<file path="src/rtl/text_value_formatter.sv">
// Binary-to-decimal text formatter feeding the overlay line buffer via double-dabble.
// Optional build macro TEXT_FMT_SIGNED_EN: two's complement input with a leading sign column.
module text_value_formatter #(
  parameter int unsigned VALUE_WIDTH = 16,
  parameter int unsigned NUM_DIGITS  = 5,
  parameter int unsigned NUM_CHAR    = 16,
  parameter int unsigned FIELD_POS   = 8
) (
  input  logic                        i_clk,
  input  logic                        i_rst,
  input  logic [VALUE_WIDTH-1:0]      i_value,
  input  logic                        i_value_valid,
  input  logic                        i_lbl_wr_en,
  input  logic [$clog2(NUM_CHAR)-1:0] i_lbl_addr,
  input  logic [7:0]                  i_lbl_data,
  input  logic                        i_wr_completed,
  output logic [NUM_CHAR-1:0][7:0]    o_characters,
  output logic                        o_wr_ready,
  output logic                        o_busy
);

  localparam int unsigned AddrW = $clog2(NUM_CHAR);
`ifdef TEXT_FMT_SIGNED_EN
  localparam int unsigned SignW = 1;
`else
  localparam int unsigned SignW = 0;
`endif
  localparam int unsigned FieldW     = NUM_DIGITS + SignW;
  // Decimal digits needed for 2^VALUE_WIDTH-1 (log10(2) ~= 0.30103).
  localparam int unsigned NeedDigits = (VALUE_WIDTH * 30103) / 100000 + 1;
  localparam int unsigned BcdDigits  = (NeedDigits > NUM_DIGITS) ? NeedDigits : NUM_DIGITS;
  localparam int unsigned BcdW       = 4 * BcdDigits;
  localparam int unsigned CntW       = $clog2(VALUE_WIDTH + 1);
  localparam logic [CntW-1:0] LastCnt = CntW'(VALUE_WIDTH - 1);
  localparam int unsigned ByteLo     = NUM_CHAR - FIELD_POS - FieldW;

  // Larger than any magnitude; used as the saturated value of 10^n.
  localparam logic [VALUE_WIDTH:0] Sat = {1'b1, {VALUE_WIDTH{1'b0}}};

  function automatic logic [VALUE_WIDTH:0] pow10_sat(input int unsigned n);
    logic [VALUE_WIDTH+4:0] t;
    logic [VALUE_WIDTH:0]   r;
    r    = '0;
    r[0] = 1'b1;
    for (int unsigned i = 0; i < n; i++) begin
      t = ({4'b0, r} << 3) + ({4'b0, r} << 1);
      if (t >= {4'b0, Sat}) r = Sat;
      else                  r = t[VALUE_WIDTH:0];
    end
    return r;
  endfunction

  localparam logic [VALUE_WIDTH:0] OvfLimit = pow10_sat(NUM_DIGITS);

  typedef enum logic [2:0] {
    StIdle,
    StConvert,
    StFormat,
    StPublish,
    StWaitStart,
    StWaitDone
  } state_e;

  state_e                     state_q, state_d;
  logic [VALUE_WIDTH-1:0]     shift_q, shift_d;
  logic [BcdW-1:0]            bcd_q, bcd_d;
  logic [BcdW-1:0]            bcd_adj;
  logic [CntW-1:0]            cnt_q, cnt_d;
  logic                       ovf_q, ovf_d;
  logic                       wr_ready_q, wr_ready_d;
  logic [NUM_CHAR-1:0][7:0]   chars_q, chars_d;
  logic [NUM_DIGITS-1:0][7:0] digit_chars;
  logic [VALUE_WIDTH-1:0]     magnitude;
`ifdef TEXT_FMT_SIGNED_EN
  logic                       neg;
  logic                       neg_q, neg_d;
`endif

`ifdef TEXT_FMT_SIGNED_EN
  // Most negative input negates to itself, which reads correctly as an unsigned magnitude.
  always_comb begin
    neg       = i_value[VALUE_WIDTH-1];
    magnitude = neg ? (~i_value + VALUE_WIDTH'(1)) : i_value;
  end
`else
  always_comb begin
    magnitude = i_value;
  end
`endif

  always_comb begin
    logic [3:0] nib;
    bcd_adj = '0;
    nib     = '0;
    for (int d = 0; d < int'(BcdDigits); d++) begin
      nib = bcd_q[4*d +: 4];
      bcd_adj[4*d +: 4] = (nib >= 4'd5) ? (nib + 4'd3) : nib;
    end
  end

  // Leading-zero blanking; the least significant digit is always drawn.
  always_comb begin
    logic       blank;
    logic [3:0] nib;
    digit_chars = '0;
    blank       = 1'b1;
    nib         = '0;
    for (int d = int'(NUM_DIGITS) - 1; d >= 0; d--) begin
      nib = bcd_q[4*d +: 4];
      if (ovf_q) begin
        digit_chars[d] = 8'h23;
      end else if (blank && (nib == 4'd0) && (d != 0)) begin
        digit_chars[d] = 8'h20;
      end else begin
        blank          = 1'b0;
        digit_chars[d] = {4'h3, nib};
      end
    end
  end

  always_comb begin
    state_d    = state_q;
    shift_d    = shift_q;
    bcd_d      = bcd_q;
    cnt_d      = cnt_q;
    ovf_d      = ovf_q;
`ifdef TEXT_FMT_SIGNED_EN
    neg_d      = neg_q;
`endif
    wr_ready_d = (state_q == StPublish);
    case (state_q)
      StIdle: begin
        if (i_value_valid) begin
          state_d = StConvert;
          shift_d = magnitude;
          bcd_d   = '0;
          cnt_d   = '0;
          ovf_d   = ({1'b0, magnitude} >= OvfLimit);
`ifdef TEXT_FMT_SIGNED_EN
          neg_d   = neg;
`endif
        end
      end
      StConvert: begin
        {bcd_d, shift_d} = {bcd_adj, shift_q} << 1;
        cnt_d            = cnt_q + CntW'(1);
        if (cnt_q == LastCnt) state_d = StFormat;
      end
      StFormat:    state_d = StPublish;
      StPublish:   state_d = StWaitStart;
      StWaitStart: if (!i_wr_completed) state_d = StWaitDone;
      StWaitDone:  if (i_wr_completed) state_d = StIdle;
      default:     state_d = StIdle;
    endcase
  end

  always_comb begin
    chars_d = chars_q;
    if ((state_q == StIdle) && i_lbl_wr_en) begin
      // Decode by equality so addresses beyond the buffer match nothing.
      for (int p = 0; p < int'(NUM_CHAR); p++) begin
        if (i_lbl_addr == AddrW'(p)) chars_d[NUM_CHAR-1-p] = i_lbl_data;
      end
    end
    if (state_q == StFormat) begin
      for (int d = 0; d < int'(NUM_DIGITS); d++) begin
        chars_d[ByteLo + d] = digit_chars[d];
      end
`ifdef TEXT_FMT_SIGNED_EN
      chars_d[ByteLo + NUM_DIGITS] = neg_q ? 8'h2D : 8'h20;
`endif
    end
  end

  always_ff @(posedge i_clk or posedge i_rst) begin
    if (i_rst) begin
      state_q    <= StIdle;
      shift_q    <= '0;
      bcd_q      <= '0;
      cnt_q      <= '0;
      ovf_q      <= 1'b0;
`ifdef TEXT_FMT_SIGNED_EN
      neg_q      <= 1'b0;
`endif
      wr_ready_q <= 1'b0;
      chars_q    <= {NUM_CHAR{8'h20}};
    end else begin
      state_q    <= state_d;
      shift_q    <= shift_d;
      bcd_q      <= bcd_d;
      cnt_q      <= cnt_d;
      ovf_q      <= ovf_d;
`ifdef TEXT_FMT_SIGNED_EN
      neg_q      <= neg_d;
`endif
      wr_ready_q <= wr_ready_d;
      chars_q    <= chars_d;
    end
  end

  assign o_characters = chars_q;
  assign o_wr_ready   = wr_ready_q;
  assign o_busy       = (state_q != StIdle);

endmodule

</file>
<file path="config.mk">
export PLATFORM = sky130hd
export DESIGN_NAME = text_value_formatter
export DESIGN_NICKNAME = d
export VERILOG_FILES = /design/src/rtl/text_value_formatter.sv
export SDC_FILE = /design/constraint.sdc
export NUM_CORES = 1
export LEC_CHECK = 0
export ABC_AREA = 1
export BUFFER_PORTS_ARGS = -buffer_cell sky130_fd_sc_hd__buf_2
export CAP_MARGIN = 20
export CORE_MARGIN = 2
export CORE_UTILIZATION = 40
export CTS_BUF_LIST = sky130_fd_sc_hd__clkbuf_8
export DETAILED_ROUTE_END_ITERATION = 8
export MAX_ROUTING_LAYER = met4
export SLEW_MARGIN = 15
export SYNTH_ARGS = -nofsm -noshare
export SYNTH_HDL_FRONTEND = slang
export SYNTH_SLANG_ARGS = --single-unit
</file>
<file path="constraint.sdc">
create_clock -name i_clk -period 7.5 [get_ports i_clk]
set_input_delay 1.5 -clock i_clk [delete_from_list [all_inputs] [get_ports i_clk]]
set_output_delay 1.5 -clock i_clk [all_outputs]
set_load 0.02 [all_outputs]
</file>
* Word level (Yosys, flattened, before mapping)
Cells that the tools add are included.
Word-level totals: logic and storage cells 126, register bits 173, input port bits 33, output and inout bits 130
Operators by class: $add $sub $neg 6, $lt $le $gt $ge 5, eq/ne operators 25, multiplexer cells 33, reduce and logical (&&, ||, !) cells 36
Operators by type and width (number):
- $mux W64 | 1
- $mux W8 | 8
- $mux W40 | 1
- $pmux W20 S2 | 1
- $reduce_and A2 Y1 | 17
- $eq A4 B4 Y1 const B | 8
- $pmux W16 S2 | 1
- $mux W5 | 5
- $ge A4 B3 Y1 const B | 5
- $logic_not A4 Y1 | 5
- $mux W20 | 1
- $pmux W3 S6 | 1
- $add A4 B2 Y4 const B | 4
- $eq A4 B3 Y1 const B | 4
- $mux W16 | 1
- $mux W4 | 4
- $mux W3 | 5
- $reduce_bool A2 Y1 | 7
- $pmux W5 S2 | 1
- $eq A4 B2 Y1 const B | 2
- $ne A2 B2 Y1 const B | 4
- $eq A3 B2 Y1 const B | 2
- $eq A3 B3 Y1 const B | 2
- $add A5 B1 Y5 const B | 1
- 9 further kinds | 14

* Longest topological paths before layout
word-level depth 9, depth in mapped cells 10, mapped depth without buffers 10

* Least setup slack after synthesis
Ideal clock, no wire load.
path type input port to flip-flop, start input port i_lbl_wr_en, end register chars_q, in the netlist o_characters[16], library setup time 0.123 ns, buffers on the path 2, required time 7.377 ns, stages on the path 9, data arrival time 2.307 ns, path slack 5.069 ns, cell sequence inv_1 > nor2_8 > buf_12 > nand2_4 > inv_4 > nand2_4 > buf_6 > nand2_1 > o21ai_2
Between the ends: longest elaborated chain between the ends 2
RTL lines:
- from (decl) | RTL line 13 | input logic i_lbl_wr_en,
- $logic_and A1 B1 Y1 | RTL line 159 | if ((state_q == StIdle) && i_lbl_wr_en) begin
- $reduce_and A2 Y1 (no source line)
- to (signal assigned) | RTL line 186 | chars_q <= {NUM_CHAR{8'h20}};
- to (signal assigned) | RTL line 197 | chars_q <= chars_d;
- to (decl) | RTL line 71 | logic [NUM_CHAR-1:0][7:0] chars_q, chars_d;
Every way passes these cells. A chain may end at the register's enable or synchronous reset.

* Worst setup path after layout
start register state_q[1], end output port o_busy
Between the ends: longest elaborated chain between the ends 1
RTL lines:
- from (decl) | RTL line 64 | state_e state_q, state_d;
- from (signal assigned) | RTL line 177 | state_q <= StIdle;
- from (signal assigned) | RTL line 188 | state_q <= state_d;
- $reduce_bool A3 Y1 | RTL line 203 | assign o_busy = (state_q != StIdle);
- to (decl) | RTL line 19 | output logic o_busy
Every way passes these cells.

==> results.md <==
- Status: finished, final reports clean
- Leading register cell type out of synthesis: dfrtp_1
- Final setup viols: 0
- Cell depth of the worst setup path: 3
- Placer Congestion: 0.847
- Number of diodes: 0
- Tightest Hold Check Type: reg -> reg
- Post-CTS sizing: 0
- Ranking of synthesized cells by area: dfrtp_1, nand2_1, dfstp_2, o21ai_0, o21ai_2
- # Post-CTS Setup Buffers: 0
- Asr flop ratio synth: 100%
- # Max-Cap Violations: 0
- DIE HEIGHT: 144 µm
- Leak Pwr: 4.74 nW
- Worst hold path depth: 2
- First-pass GRT wire length: 30400 µm
- Crit share post-route: 38.2%
- Core ar.: 19300 µm²
- DRC: 0
- Via count: 6081
- Most frequent cell after synthesis: nand2_1
- Netlist cell types: 34
- Largest net degree at the start of global routing: 103
- CP Capture Point: o_busy
- Startpoint types: flop
- Wire per inst: 15.2 µm
- Syn Inst Count: 843
- Initial DRC count: 318
- Clock sink count: 173
- P per Cell Area: 443 nW/µm²
- TritonCTS clock tree: built
- Setup WS pre-CTS: 4170 ps
- R2R cell count: 6
- Layout cells sized above 1: 28.2%
- Initial antenna violation count: 0
- Detailed placer's ending HPWL: 13400 µm
- Die W: 144 µm
- Commonest cells post-synth: nand2_1, dfrtp_1, inv_1, o21ai_0, nor2_1
- F_max: 349 MHz
- Post-synth top area share: 50.3%
- Clock-pin slew on the worst setup and hold paths: 100 ps
- Final Max Slew Viols: 0
- Total number of yosys warnings: 0
- Drt total wl: 19400 µm
- Clk buf depth: 2
- GRT overflow: 0
- Crit path largest cell delay: 470 ps
- CTS H-Tree Depth: 4
- Post-route antenna net violation count: 0
- R2R Setup Slk: 5300 ps
- Initial Util: 40.5%
- FF-to-FF End: shift_q[7]
- Leading area contributor after synthesis: dfrtp_1
- Vias in the first global route: 5640
- CP Buf/Inv Count: 1
- Clock Tree Root: clkbuf_8
- Final setup skew: 15.3 ps
- Worst-Skew Late Latency: 480 ps
- Setup TNS: 0 ps
- Mapped cell area: 7800 µm²
- Seq/Total Area, Yosys: 55.7%
- Final hold vios: 0
- Max FO, Critical Path: 6
- Synth Area per Inst: 9.26 µm²
- Worst slew margin: 35.9%
- Reg2reg start: state_q[1]
- Fillcell total: 1995
- CTS buffer count: 17
- Crit-path cells: nor2_4 > nand2_4 > buf_2
- CP max-delay cell: dfrtp_1
- I/O Pins: 163
- RSZ-0062 raised after global routing: no
- Hold_buf cts: 0
- Post-synth EDFFs: 0
- Final core utilization: 47.6%
- Site row count: 51
- Synthesized flop and latch total: 173
- Critical path arrival: 1360 ps
- Final nets: 1046
- Overall Global Routing Usage: 19.8%
- Area delta synth->final: 17.4%
- Final setup margin: 4640 ps
- Worst Tran Pin Value: 962 ps
- Via density: 4.77
- Full die area: 20600 µm²
- CP endpoint kind: primary output
- Syn Nets: 891
- Critical path's top delay family: flip-flops
- Worst Setup SP: state_q[1]
- Critical Path RT: 6000 ps
- Worst vdd ir: 0.190 mV
- Critical path class: reg -> out
- Port bufs: 162
- Minimum clock period: 2860 ps
- 1st-pass router iterations: 5
[worst reg2reg max path: stages (launching register included)]
cell,delay (ps)
dfrtp_1,470
nor2_1,180
nand2_1,340
inv_2,700
nand2_1,140
o211ai_1,120
o21ai_0,110
[worst min path at each step]
stage | slack [ps] | to | from
2_1_floorplan | 470 | o_characters[34] | bcd_q[6]
3_3_place_gp | 450 | o_characters[53] | o_characters[53]
3_5_place_dp | 450 | o_characters[29] | o_characters[29]
4_1_cts | 470 | o_characters[29] | o_characters[29]
5_1_grt | 490 | o_characters[53] | o_characters[53]
6_report | 460 | o_characters[29] | o_characters[29]
[cell families after synthesis]
group           count (synthesis)  synth area share (%)
compound gates                212                  16.3
xor+xnor                        1                 0.112
fa+ha+maj                      15                  2.41
buf+inv                       118                  7.05
flops                         173                  55.7
simple gates                  324                  18.4
[per-layer routing]
metal	up-vias	global-route usage, %	part of all wire [%]
met1	2876	27.5	48
met4	0	7.17	2.1
met2	122	28.9	46
met3	29	4.13	4.0
li1	3054	-	-
met5	-	-	0
[registers in the layout (all words and copies together) (netlist names)]
register / count
bcd_q: 20
o_wr_ready: 1
cnt_q: 5
state_q: 3
o_characters: 128
shift_q: 16
[placed cells by master, fill, tap and decap left out, drive strengths merged, types with 16 or more instances in the layout]
| cell type | Yosys | final |
|---|---|---|
| nand2 | 222 | 222 |
| buf | 22 | 163 |
| dfrtp | 157 | 157 |
| o21ai | 125 | 125 |
| inv | 82 | 89 |
| nor2 | 76 | 76 |
| a21oi | 55 | 55 |
| o211ai | 24 | 24 |
| nand3 | 23 | 23 |
| clkbuf | 5 | 17 |
| dfstp | 16 | 16 |
| clkinv | 9 | 16 |
[power breakdown]
part           internal [W]  switching (W)
registers           0.00137       0.000234
logic              0.000587        0.00121
clock network      0.000254       0.000405
total               0.00221        0.00185
[final cells by class]
type                       instances  area, µm²  area share [%]
timing repair buffer             163        818            8.93
multi-input combinational        552       2900            31.7
sequential                       173       4350            47.5
clock inverter                    15        170            1.86
clock buffer                      17        234            2.55
tap                              265        332            3.62
inverter                          91        357            3.89
[through the flow]
stage	hold WS [ps]	total power, W	instance area [µm²]	cells
global placement	451	0.00341	8760	1244
global route	489	0.00439	9160	1276
detailed placement	452	0.00344	8760	1244
finish	465	0.00406	9160	1276
floorplan	470	0.00288	7800	843
CTS	468	0.00411	9160	1276
Power figures use the tool's default switching activity.
